$ cat config.mk
export PLATFORM = sky130hd
export DESIGN_NAME = ahb_copy_master
export DESIGN_NICKNAME = d
export VERILOG_FILES = /design/src/rtl/ahb_pkg.sv /design/src/rtl/ahb_copy_master.sv
export SDC_FILE = /design/constraint.sdc
export NUM_CORES = 1
export LEC_CHECK = 0
export ABC_AREA = 1
export BUFFER_PORTS_ARGS = -buffer_cell sky130_fd_sc_hd__buf_2
export CORE_ASPECT_RATIO = 2
export CORE_MARGIN = 2
export CORE_UTILIZATION = 35
export CTS_CLUSTER_SIZE = 8
export DETAILED_ROUTE_END_ITERATION = 10
export MAX_ROUTING_LAYER = met4
export PLACE_DENSITY_LB_ADDON = 0.12
export SYNTH_ARGS = -nofsm -noshare
export SYNTH_HDL_FRONTEND = slang
export SYNTH_SLANG_ARGS = --single-unit
$ cat constraint.sdc
create_clock -name HCLK -period 1.7 [get_ports HCLK]
set_input_delay 0.255 -clock HCLK [delete_from_list [all_inputs] [get_ports HCLK]]
set_output_delay 0.255 -clock HCLK [all_outputs]
set_load 0.005 [all_outputs]
$ cat src/rtl/ahb_pkg.sv
// ahb_pkg: AHB-Lite transfer codes and copy-master state encoding
package ahb_pkg;
  localparam logic [1:0] HTRANS_IDLE   = 2'b00;
  localparam logic [1:0] HTRANS_BUSY   = 2'b01;
  localparam logic [1:0] HTRANS_NONSEQ = 2'b10;
  localparam logic [1:0] HTRANS_SEQ    = 2'b11;
  localparam logic [2:0] HSIZE_BYTE = 3'b000;
  localparam logic [2:0] HSIZE_HALF = 3'b001;
  localparam logic [2:0] HSIZE_WORD = 3'b010;
  typedef enum logic [2:0] {IDLE, RD_A, RD_D, WR_A, WR_D, FIN} copy_state_t;
endpackage

$ cat src/rtl/ahb_copy_master.sv
// ahb_copy_master: AHB-Lite master copying len words from src_addr to dst_addr
module ahb_copy_master
  import ahb_pkg::*;
#(
  parameter int LENW = 16
) (
  input  logic            HCLK,
  input  logic            HRESETn,
  input  logic            start,
  input  logic [31:0]     src_addr,
  input  logic [31:0]     dst_addr,
  input  logic [LENW-1:0] len,
  output logic            busy,
  output logic            done,
  output logic            err,
  output logic [31:0]     HADDR,
  output logic [1:0]      HTRANS,
  output logic            HWRITE,
  output logic [2:0]      HSIZE,
  output logic [31:0]     HWDATA,
  input  logic [31:0]     HRDATA,
  input  logic            HREADY,
  input  logic            HRESP
);
  copy_state_t state, state_nx;
  logic [31:0] src, dst, data;
  logic [LENW-1:0] cnt;
  logic accept, rd_ok, wr_ok, err_set;
  always_comb begin
    accept  = state == IDLE && start;
    rd_ok   = state == RD_D && HREADY && !HRESP;
    wr_ok   = state == WR_D && HREADY && !HRESP;
    err_set = (state == RD_D || state == WR_D) && HREADY && HRESP;
    state_nx = state;
    case (state)
      IDLE:    state_nx = !start ? IDLE : (len != '0 ? RD_A : FIN);
      RD_A:    state_nx = HREADY ? RD_D : RD_A;
      RD_D:    state_nx = !HREADY ? RD_D : (HRESP ? FIN : WR_A);
      WR_A:    state_nx = HREADY ? WR_D : WR_A;
      WR_D:    state_nx = !HREADY ? WR_D : ((HRESP || cnt == LENW'(1)) ? FIN : RD_A);
      default: state_nx = IDLE;
    endcase
  end
  always_ff @(posedge HCLK or negedge HRESETn) begin
    if (!HRESETn) begin
      state <= IDLE;
      src   <= '0;
      dst   <= '0;
      cnt   <= '0;
      data  <= '0;
      err   <= 1'b0;
    end else begin
      state <= state_nx;
      if (accept && len != '0) begin
        src <= {src_addr[31:2], 2'b00};
        dst <= {dst_addr[31:2], 2'b00};
        cnt <= len;
      end
      if (accept) err <= 1'b0;
      else if (err_set) err <= 1'b1;
      if (rd_ok) data <= HRDATA;
      if (wr_ok) begin
        src <= src + 32'd4;
        dst <= dst + 32'd4;
        cnt <= cnt - LENW'(1);
      end
    end
  end
  // Bus outputs decode registered state only, so they are glitch-free and idle under reset
  always_comb begin
    busy   = state != IDLE && state != FIN;
    done   = state == FIN;
    HTRANS = (state == RD_A || state == WR_A) ? HTRANS_NONSEQ : HTRANS_IDLE;
    HWRITE = state == WR_A;
    HADDR  = state == WR_A ? dst : src;
    HSIZE  = HSIZE_WORD;
    HWDATA = data;
  end
endmodule

== After elaboration in Yosys (flattened, before gate mapping) ==
Cells that the tools add are included.

* $add $sub $neg: 3
* Div/mod/pow operators: 0
* Reductions and logical operators: 18
* Muxes and demuxes: 19
* Bitwise operators: 0
* Magnitude comparators: 0
* Shift operators: 0
* Multipliers: 0
* Equality and inequality tests: 7

{| class="wikitable"
|+ Operators with widths
! cell !! count
|-
| two-way mux 32 bit || 5
|-
| adder 32 x 3 -> 32 bit, second input constant || 2
|-
| two-way mux 16 bit || 2
|-
| two-way mux 3 bit || 7
|-
| equality test 16 x 1 -> 1 bit, second input constant || 1
|-
| nonzero test 16 bit || 1
|-
| subtractor 16 x 1 -> 16 bit, second input constant || 1
|-
| case mux 3 bit (5 select lines) || 1
|-
| logical AND 1 bit || 9
|-
| equality test 3 x 2 -> 1 bit, second input constant || 2
|-
| equality test 3 bit, second input constant || 2
|-
| two-way mux 2 bit || 2
|-
| nonzero test 2 bit || 2
|-
| equality test 3 x 1 -> 1 bit, second input constant || 1
|-
| zero test 3 bit || 1
|-
| logical OR 1 bit || 3
|-
| inequality test 3 bit, second input constant || 1
|-
| nonzero test 3 bit || 1
|-
| two-way mux 1 bit || 2
|-
| zero test 1 bit || 1
|}

* Bits in read-only memories: 0
* Memories: 0
* Register bits: 116
* RAM bits: 0
* Bits in latches: 0
* Output and inout bits: 73
* Word-level logic and storage cells: 53

== Depth between registers and ports, before layout ==
Gate-level depths: netlist of the first run.

* Word-level depth: 6
* Depth in mapped cells: 11
* Depth with buffers taken out: 11

== Worst setup path after synthesis of the first run ==
OpenSTA, ideal clock, no wires.

* Path type: reg-to-reg
* Start point: register src[2]
* End point: register src[22]
* Buffers on the path: 0
* Cell stages (with the launch flop): 9
* Period minus slack after synthesis: 1.601 ns
* Setup slack: 0.099 ns
* Data arrival time: 1.477 ns
* Library setup time: 0.124 ns
* Cell sequence: dfrtp_1 > ha_1 > nand2_1 > nor2_2 > nand4_1 > nor2_1 > nand2_1 > nand2_1 > nand3_1

* Word-level cells in the longest chain between the ends: 2

{| class="wikitable"
|+ Ends and longest elaborated chain
! what !! line !! text
|-
| from (decl) || ahb_copy_master.sv:26 || <nowiki>logic [31:0] src, dst, data;</nowiki>
|-
| from (signal assigned) || ahb_copy_master.sv:55 || <nowiki>src <= {src_addr[31:2], 2'b00};</nowiki>
|-
| from (signal assigned) || ahb_copy_master.sv:63 || <nowiki>src <= src + 32'd4;</nowiki>
|-
| adder 32 x 3 -> 32 bit || ahb_copy_master.sv:63 ||
|-
| two-way mux 32 bit || ahb_copy_master.sv:62 || <nowiki>if (wr_ok) begin</nowiki>
|}

Every way passes these cells.
A chain may end at the register's enable or synchronous reset.

== Final worst setup path of the first run ==
* Start point: register state[1]
* End point: output HADDR[6]

* Word-level cells in the longest chain between the ends: 2

{| class="wikitable"
|+ Ends and longest elaborated chain
! what !! line !! text
|-
| from (decl) || ahb_copy_master.sv:25 || <nowiki>copy_state_t state, state_nx;</nowiki>
|-
| from (signal assigned) || ahb_copy_master.sv:53 || <nowiki>state <= state_nx;</nowiki>
|-
| equality test 3 x 2 -> 1 bit || ahb_copy_master.sv:75 || <nowiki>HADDR = state == WR_A ? dst : src;</nowiki>
|-
| two-way mux 32 bit || ahb_copy_master.sv:75 ||
|-
| to (decl) || ahb_copy_master.sv:16 || <nowiki>output logic [31:0] HADDR,</nowiki>
|}

Every way passes these cells.

==> impl_metrics.toml, run 1 <==
[worst_setup_path]
cp.buffers_inverters = 3
timing_worst_setup_path_type = "reg2out"
slowest_stage_cell_crit_path = "dfrtp_1"
cp_cell_sequence = "buf_6 -> nand3_4 -> clkinvlp_4 -> o21ai_1 -> buf_2"
critPathRequiredTime_ns = 1.44
critical_path_arrival_ns = 1.65
worstPathMaxFanout = 6
crit_path_start_kind = "flop"
cp-end-kind = "output port"
crit_family = "buffers and inverters"
slowest_delay_ns = 0.39

[routing]
detail_route.first_pass.iterations = 5
detail_route.drc_violations = 0
post_drt_wl_per_cell_um = 16.9
post_drt_via_cell_ratio = 4.94
vias = 8262
drt_wl_total_um = 28300
detail-route-antenna-nets = 0
dr.first_iter.drc_count = 344

[final_layout]
insertedDiodeCount = 0
syn_to_final_growth_pct = 35.7
layout.filler_cells = 2293
finalNetCount = 1521
drive_above_1_share_pct = 26.9
layoutNonFillerInstCount = 1674

[global_route]
grt_use_met1_pct = 25.3
busiest_layer = "met2"
grt_start_max_net_pins = 77
vias_in_the_first_global_route = 7950
gr-usage-met2_pct = 47.3
gr-total-overflow = 0
groute.layer.met3.usage_pct = 2.13
grt_antenna_before_repair = 0
global_route_wire_length_before_repair_um = 41600
grt_use_total_pct = 25.2

[placement]
place.gp.congestion = 0.973
port-buffer-count = 179
placed_cells_incl_taps = 1639
detailed_place_hpwl_um = 21800

[die]
ioPinCount = 190
dieArea_um2 = 22600
start_util_pct = 35.6
die-height_um = 211
rows = 75
horizontal_die_dimension_um = 107
coreArea_um2 = 21000

[timing]
layout_setup_ws_ns = -0.204
worst_hold_slack_ns = 0.0963
fmax_mhz = 525
hold_viol = 0
post-route-period-util_pct = 112
skew_ns = 0.0104
setup_repair_after_global_routing_missed_its_margin = "true"
timing.final.crit_period_ns = 1.90
setup-tns-final_ns = -7.65
slew_violations = 0
setup_viol = 95

[clock_tree]
tritoncts = "yes"
clock_tree.root_cell = "clkbuf_16"
clk-insertion-delay-late_ns = 0.37
number_of_buffers_inserted_during_clock_tree_synthesis = 9
clk_path_buf_depth = 2
cts_num_sinks = 112
clk_pin_slew_ns = 0.08
htree_levels = 3

[synthesis]
synth.avg_cell_area_um2 = 6.54
syn-instance-count = 1143
cell_type_contributing_the_most_total_cell_area_after_synthesis = "dfrtp_1"
synth.ff_latch_count = 112
synth.yosys.warnings = 0
netlist-cell-type-count = 33
ys_dominant_reg_cell = "dfrtp_1"
dominant_cell_by_count_in_the_synthesized_netlist = "nand2_1"
seq_total_area_yosys_pct = 37.5
ys_top_cells_by_count = "nand2_1 (434), nor2_1 (137), nand3_1 (121)"
synth_top_cells_by_area = "dfrtp_1 (37%), nand2_1 (22%), nand3_1 (8.1%)"
synthArstFlopShare_pct = 100
synthDominantCellAreaShare_pct = 37.5
synth_edf_count = 0
synth.cell_area_um2 = 7480

[power]
power.density_cell_area_nw_per_um2 = 1600
leakagePower_nw = 5.08
largest_voltage_drop_on_the_vdd_net_uv = 630

[flow_run]
maxCapViolCount = 0

[worst_hold_path]
hp-class = "in2reg"

[run_status]
run_status = "finished with violations"
failed_checks = "setup timing"
-- worst register-to-register path, stage by stage, from the launching register on --
cell,delay (ns)
dfrtp_1,0.39
buf_4,0.13
nor2_1,0.16
inv_1,0.07
nor2_2,0.11
nand2_2,0.10
inv_2,0.11
nand2_4,0.11
nand2_4,0.10
inv_2,0.06
buf_12,0.17
nand2_1,0.10
nand3_1,0.07
-- path summary, 6_finish.rpt --
kind	from	end	slack [ns]	cells after the start
worst min register to register	HWDATA[17]	HWDATA[17]	0.49	1
worst min-delay path	HRDATA[6]	HWDATA[6]	0.1	2
worst max-delay path	state[1]	HADDR[6]	-0.20	5
max in group asynchronous	HRESETn	dst[26]	0.87	3
worst max register to register	state[0]	dst[27]	-0.11	12
min in group asynchronous	HRESETn	HWDATA[4]	0.40	3
-- cell usage in the layout, fill, tap and decap left out, types with 3 or more instances in the layout --
cell	n
nand2_1	420
buf_2	178
nor2_1	132
nand3_1	119
dfrtp_1	112
inv_1	108
buf_4	79
o21ai_0	33
o21ai_1	26
mux2_2	17
o21ai_2	15
mux2_1	15
buf_12	15
clkbuf_16	12
nand2_2	11
a21oi_1	11
nand3b_1	9
nor2_2	7
o21ai_4	7
nand4_1	7
xor2_1	7
o211ai_1	6
conb_1	6
buf_6	6
inv_2	5
nand2_4	5
or2_2	5
ha_1	4
clkinvlp_4	3
nor2_4	3
clkbuf_8	3
-- through the flow --
step	worst slack (ns)	total power, mW	util (%)	instance area (um^2)
after CTS	-0.182	15.4	46.6	9790
after global placement	-0.0729	12.4	44.3	9310
after floorplan	0.0991	8.83	-	7490
after global routing	-0.233	17.5	48.3	10100
final	-0.204	16.2	48.3	10100
after detailed placement	-0.0607	12.5	44.3	9310
-- layout make-up --
| type | count | area (um^2) | area share, % |
|---|---|---|---|
| multi-input combinational | 878 | 4260 | 42.0 |
| sequential | 112 | 2800 | 27.6 |
| timing repair buffer | 284 | 1970 | 19.4 |
| inverter | 115 | 440 | 4.34 |
| tap | 269 | 337 | 3.32 |
| clock buffer | 12 | 267 | 2.63 |
| clock inverter | 4 | 75.1 | 0.740 |
-- power breakdown --
part | switching, mW | internal, mW
Sequential | 1.35 | 3.95
Clock | 1.06 | 1.42
Combinational | 4.58 | 3.89
Total | 6.99 | 9.25
-- cells by family (layout without fill, tap and decap cells) --
| family | after synthesis | after routing | synth area share [%] |
|---|---|---|---|
| AO/OA/AOI/OAI | 104 | 104 | 7.36 |
| multiplexers | 32 | 32 | 4.82 |
| XOR/XNOR | 9 | 9 | 1.05 |
| buffers and inverters | 157 | 415 | 8.79 |
| adder cells (fa/ha/maj) | 4 | 4 | 0.669 |
| AND/OR/NAND/NOR | 723 | 723 | 39.7 |
| other | 2 | 6 | 0.100 |
| flip-flops | 112 | 112 | 37.5 |
-- layer usage --
| layer | wire, um | vias up | share of wire (%) |
|---|---|---|---|
| li1 | - | 4103 | - |
| met1 | 9980 | 3819 | 35 |
| met3 | 1190 | 77 | 4.2 |
| met2 | 15500 | 263 | 55 |
| met4 | 1660 | 0 | 5.9 |
| met5 | 0 | - | 0 |
-- what timing repair did --
item,4_1_cts,5_1_grt
setup endpoints to repair,51,108
gates resized for setup,49,53
endpoints found under the hold margin,112,0
pin swaps,4,3
cloned,0,5
hold buffers,1,0
setup buffers,5,9
-- sequential cells by signal (all words and copies together), names as in the netlist --
signal	flops
cnt	16
src	30
HWDATA	32
dst	30
err	1
state	3
Power figures use the tool's default switching activity.
==> run 2, diff against run 1 <==
- CORE_UTILIZATION: 35 -> 45
- CTS_CLUSTER_SIZE: 8 -> not set
- REMOVE_ABC_BUFFERS: not set -> 1
==> run 2 against run 1 <==
Net effect: the flow still finishes with violations (setup timing); power down 6.9%; via count up 0.74%; flip-flop and latch count did not move; core utilization increased by 13 points.
==> impl_metrics.toml, run 2 (synthesis results as in run 1) <==
[run_status]
run_status = "finished with violations"
failed_checks = "setup timing"

[power]
fin_total_pwr_mw = 15.1
largest_voltage_drop_on_the_vdd_net_uv = 790
power.density_cell_area_nw_per_um2 = 1520
leakagePower_nw = 4.97

[flow_run]
maxCapViolCount = 0

[final_layout]
mostFrequentLayoutCell = "nand2_1"
final_core_utilization_pct = 61.0
finalNetCount = 1504
largest_register_ffs = 32
syn_to_final_growth_pct = 32.7
layoutNonFillerInstCount = 1591
final_cell_area_um2 = 9920
mostFrequentLayoutCells = "nand2_1 (424), buf_2 (178), nor2_1 (130)"
drive_above_1_share_pct = 25.0
layout.filler_cells = 1617
insertedDiodeCount = 0

[clock_tree]
number_of_buffers_inserted_during_clock_tree_synthesis = 9
clock_tree.root_cell = "clkbuf_16"
clk_path_buf_depth = 2
htree_levels = 3
clk-insertion-delay-late_ns = 0.36
tritoncts = "yes"
cts_num_sinks = 112
clk_pin_slew_ns = 0.07

[timing]
post-route-period-util_pct = 108
fmax_mhz = 544
setup_viol = 121
worst_hold_slack_ns = 0.103
slew_violations = 0
skew_ns = 0.00930
setup_repair_after_global_routing_missed_its_margin = "true"
hold_viol = 0
layout_setup_ws_ns = -0.137
timing.final.crit_period_ns = 1.84

[routing]
drt_wl_total_um = 26800
post_drt_via_cell_ratio = 5.23
met2RoutedLength_um = 14300
dr.first_iter.drc_count = 349
highest-signal-layer = "met4"
vias = 8323
detail_route.wirelength.met1_um = 9070
detail_route.first_pass.iterations = 7
post_drt_wl_per_cell_um = 16.9
met3_length_um = 1290
detail-route-antenna-nets = 0
detail_route.drc_violations = 0

[placement]
detailed_place_hpwl_um = 19800
placed_cell_area_um2 = 9060
place.gp.congestion = 1.02
placed_cells_incl_taps = 1550
port-buffer-count = 179

[worst_hold_path]
hp-class = "in2reg"

[global_route]
gr-total-overflow = 0
global_route_wire_length_before_repair_um = 40000
grt_antenna_before_repair = 0
grt_start_max_net_pins = 33
grt_use_total_pct = 30.8
vias_in_the_first_global_route = 8138

[die]
die-height_um = 186
rows = 66
horizontal_die_dimension_um = 95.2
ioPinCount = 190
start_util_pct = 46.0
dieArea_um2 = 17700
coreArea_um2 = 16300

[worst_setup_path]
setup.worst_path.start = "state[2]"
slowest_stage_cell_crit_path = "dfrtp_1"
timing_worst_setup_path_type = "reg2out"
critPathRequiredTime_ns = 1.44
cp-end-kind = "output port"
worstPathMaxFanout = 18
reg2reg_depth = 9
critical_path.reg2reg.endpoint = "cnt[8]"
critical_path_arrival_ns = 1.58
slowest_delay_ns = 0.41
cp_cell_sequence = "inv_2 -> nand3_4 -> buf_12 -> buf_8 -> nand2_1 -> o21ai_1 -> buf_2"
crit_path_start_kind = "flop"
r2r-start = "state[1]"
worst_setup_path_endpoint = "HADDR[21]"
r2r_setup_slack_ns = -0.06
## run 2: changes by cell type in the layout (fill, tap and decap cells not counted), sizes merged
cell      delta
inv          -1
bufinv       -2
bufbuf       +1
buf         -21
clkbuf       +5
clkinvlp     -2
clkinv       +2
## run 2: per-stage QoR
stage	setup WS [ns]	TNS [ns]
after floorplan	-1.01	-81.33
after global placement	0.0291	0
after detailed placement	0.00977	0
after CTS	-0.121	-2.41
after global routing	-0.192	-15.24
final	-0.137	-4.88
## run 2: area by class of cell
type                    instances  area [um^2]  share of cell area, %
clock inverters                 1         5.00                 0.0504
multi-input cells             878         4200                   42.3
clock buffers                  14          244                   2.46
repair buffers                267         1960                   19.7
inverters                     115          460                   4.64
flip-flops and latches        112         2800                   28.3
well taps                     204          255                   2.57
## run 2: power breakdown
group / switching (mW) / internal, mW / total, mW
sequential: 1.41 / 3.95 / 5.36
combinational: 4.24 / 3.55 / 7.78
clock: 0.990 / 0.991 / 1.98
## run 2: worst min-delay path by stage
stage	startpoint	end	slack, ns	depth (start not counted)
after floorplan	HRESETn	HWDATA[0]	-0.04	0
after global placement	HRESETn	HWDATA[11]	0.23	1
after detailed placement	HRESETn	HWDATA[11]	0.23	1
after CTS	HRDATA[17]	HWDATA[17]	0.1	2
after global routing	HRDATA[9]	HWDATA[9]	0.12	2
final	HRDATA[17]	HWDATA[17]	0.10	2
## run 2: what timing repair did
action / CTS / global route
setup buffers: 10 / 6
cloned: 3 / 7
hold buffers: 1 / 0
pin swaps: 2 / 1
setup endpoints to repair: 32 / 109
gates resized for setup: 53 / 48
endpoints found under the hold margin: 27 / 0
## run 2: worst max-delay path: cells and delay by family (launching register included)
kind            cells  cell delay, ns
buf+inv             4            0.56
flops               1            0.41
simple gates        2            0.16
compound gates      1            0.08
## run 2: metal layers
metal | up-vias | track usage, %
met2 | 294 | 54.8
met3 | 112 | 2.94
li1 | 4088 | -
met1 | 3829 | 29.6
met4 | 0 | 24.1
met5 | - | -
==> run 3, diff against run 2 <==
- ABC_AREA: 1 -> 0
==> run 3 against run 2 <==
Net effect: the run still ends with setup timing left; combinational power grew 11%; sequential power decreased by 6.5%; setup slack worse by 0.36 ns; flip-flop and latch count did not move; count of clock-buffer cells in the layout shrank 5; global-route usage rose by 0.53 points; non-clock buffer count is 118 higher; sequential share of layout area increased by 0.70 points; worst hold slack worse by 0.0063 ns; power increased by 4.9%; largest power group unchanged.
==> impl_metrics.toml, run 3 <==
[clock_tree]
number_of_buffers_inserted_during_clock_tree_synthesis = 9
clk_pin_slew_ns = 0.09
cts_num_sinks = 112
clk_path_buf_depth = 2
tritoncts = "yes"
clk-insertion-delay-late_ns = 0.36
htree_levels = 3
clock_tree.root_cell = "clkbuf_16"

[worst_setup_path]
cp-end-kind = "output port"
critPathRequiredTime_ns = 1.44
critical_path_arrival_ns = 1.94
worstPathMaxFanout = 7
setup.worst_path.start = "state[0]"
reg2reg_depth = 5
critical_path.reg2reg.endpoint = "dst[22]"
r2r-start = "state[1]"
r2r_setup_slack_ns = -0.44
timing_worst_setup_path_type = "reg2out"
crit_path_start_kind = "flop"

[timing]
post-route-period-util_pct = 129
timing.final.crit_period_ns = 2.20
setup_viol = 106
setup_repair_after_global_routing_missed_its_margin = "true"
skew_ns = 0.0112
fmax_mhz = 456
worst_hold_slack_ns = 0.0971
slew_violations = 0
layout_setup_ws_ns = -0.495
hold_viol = 0
setup-tns-final_ns = -30.99

[flow_run]
maxCapViolCount = 0

[final_layout]
final_core_utilization_pct = 71.6
insertedDiodeCount = 0
finalNetCount = 1133
syn_to_final_growth_pct = 55.3
mostFrequentLayoutCell = "buf_2"
drive_above_1_share_pct = 50.4
layoutNonFillerInstCount = 1172
largest_register_ffs = 32
mostFrequentLayoutCells = "buf_2 (175), buf_4 (174), dfrtp_1 (112)"

[placement]
placed_cells_incl_taps = 1122
detailed_place_hpwl_um = 16600
placement.setup.worst_slack_ns = -0.388
port-buffer-count = 179
place.gp.congestion = 0.962

[routing]
post_drt_wl_per_cell_um = 19.8
detail_route.first_pass.iterations = 5
drt_wl_total_um = 23200
vias = 6967
detail-route-antenna-nets = 0
detail_route.drc_violations = 0
dr.first_iter.drc_count = 358
post_drt_via_cell_ratio = 5.94

[synthesis]
syn-instance-count = 654
synth.ff_latch_count = 112
netlist-cell-type-count = 59
synth_top_cells_by_area = "dfrtp_1 (45%), mux2_2 (10%), nand2_1 (4.5%)"
synthDominantCellAreaShare_pct = 45.0
ys_dominant_reg_cell = "dfrtp_1"
ys_top_cells_by_count = "dfrtp_1 (112), nand2_1 (74), mux2_2 (56)"
seq_total_area_yosys_pct = 45.0
synth.cell_area_um2 = 6230
dominant_cell_by_count_in_the_synthesized_netlist = "dfrtp_1"
cell_type_contributing_the_most_total_cell_area_after_synthesis = "dfrtp_1"
synth_edf_count = 0
synth.avg_cell_area_um2 = 9.53
synth.yosys.warnings = 0
synthArstFlopShare_pct = 100

[global_route]
vias_in_the_first_global_route = 7002
global_route_wire_length_before_repair_um = 34900
grt_antenna_before_repair = 0
grt_start_max_net_pins = 45
grt_use_total_pct = 31.3
gr-total-overflow = 0

[die]
coreArea_um2 = 13500
dieArea_um2 = 14900
start_util_pct = 46.1
ioPinCount = 190
horizontal_die_dimension_um = 87.2
rows = 60
die-height_um = 170

[power]
switching_power_mw = 6.22
internal_power_mw = 9.64
leakagePower_nw = 4.54
combinationalPowerShare_pct = 54.5
largest_voltage_drop_on_the_vdd_net_uv = 920
power.clock.fraction_pct = 13.9
power.density_cell_area_nw_per_um2 = 1640
swShare_pct = 39.2
fraction_of_power_consumed_by_sequential_logic_pct = 31.6

[worst_hold_path]
timing.hold.worst_path_depth = 3
hp-class = "in2reg"
min_from = "src_addr[31]"
hold_path_end = "src[31]"

[run_status]
failed_checks = "setup timing"
run_status = "finished with violations"
==> run 3: changes by cell type in the layout (fill, tap and decap cells not counted), moves of 36 or more <==
| cell | previous run | this run |
|---|---|---|
| buf_4 | 57 | 174 |
| inv_1 | 107 | 11 |
| nand2_1 | 424 | 61 |
| o21ai_1 | 40 | 4 |
| nor2_1 | 130 | 48 |
| nand3_1 | 118 | 34 |
==> run 3: timing repair <==
action / 4_1_cts / 5_1_grt
endpoints found under the hold margin: 30 / 0
hold buffers: 1 / 0
pin swaps: 18 / 9
endpoints found under the setup margin: 138 / 126
setup buffers: 18 / 7
resized for setup: 75 / 28
cloned: 7 / 3
==> run 3: power groups by stage <==
stage | sequential, mW | combinational (mW) | clock [mW]
after floorplan | 5.03 | 3.22 | 0
after global placement | 4.83 | 7.12 | 0
after global routing | 5.15 | 9.34 | 2.32
final | 5.01 | 8.64 | 2.21
after CTS | 4.94 | 8.25 | 2.23
after detailed placement | 4.91 | 7.32 | 0
==> run 3: routing by layer <==
metal / track usage (%) / part of all wire, % / vias up
li1: - / - / 3179
met1: 31.5 / 34 / 3398
met2: 56.5 / 55 / 302
met3: 4.07 / 5.0 / 88
met4: 17.9 / 6.3 / 0
met5: - / 0 / -
==> run 3: cells by family after synthesis <==
logic type                 Yosys count  synth area share, %
buffers and inverters               54                 3.75
DFF                                112                 45.0
xor gates and xnor gates             4                0.562
other                                2                0.120
muxes                               59                 10.6
and+or+nand+nor                    265                 22.0
adders and majority gates            4                0.803
AOI/OAI and AO/OA                  154                 17.2
==> run 3: area by class of cell <==
class | instances | area, um^2
Fill cell | 1036 | 3830
Sequential cell | 112 | 2800
Tap cell | 155 | 194
Inverter | 12 | 57.6
Clock inverter | 7 | 83.8
Timing Repair Buffer | 385 | 2800
Clock buffer | 9 | 225
Multi-Input combinational cell | 492 | 3520
==> run 3: worst max path at each step <==
stage | end | slack, ns | cells past startpoint
2_1_floorplan | HWDATA[0] | -1.76 | 3
3_3_place_gp | dst[22] | -0.37 | 5
3_5_place_dp | dst[22] | -0.39 | 5
4_1_cts | HADDR[17] | -0.48 | 6
5_1_grt | HADDR[22] | -0.55 | 6
6_report | HADDR[21] | -0.50 | 6
==> run 3: worst max-delay path: stages, from the launching register on <==
cell and delay, ns:
dfrtp_1 0.40, buf_6 0.14, inv_1 0.07, or2_4 0.29, clkbuf_16 0.22, mux2_2 0.32
buf_2 0.13
==> run 3: through the flow <==
| stage | power [mW] | area [um^2] |
|---|---|---|
| 4_1_cts | 15.4 | 9480 |
| 5_1_grt | 16.8 | 9680 |
| 3_3_place_gp | 12.0 | 8550 |
| 2_1_floorplan | 8.25 | 6060 |
| 6_report | 15.9 | 9680 |
| 3_5_place_dp | 12.2 | 8550 |
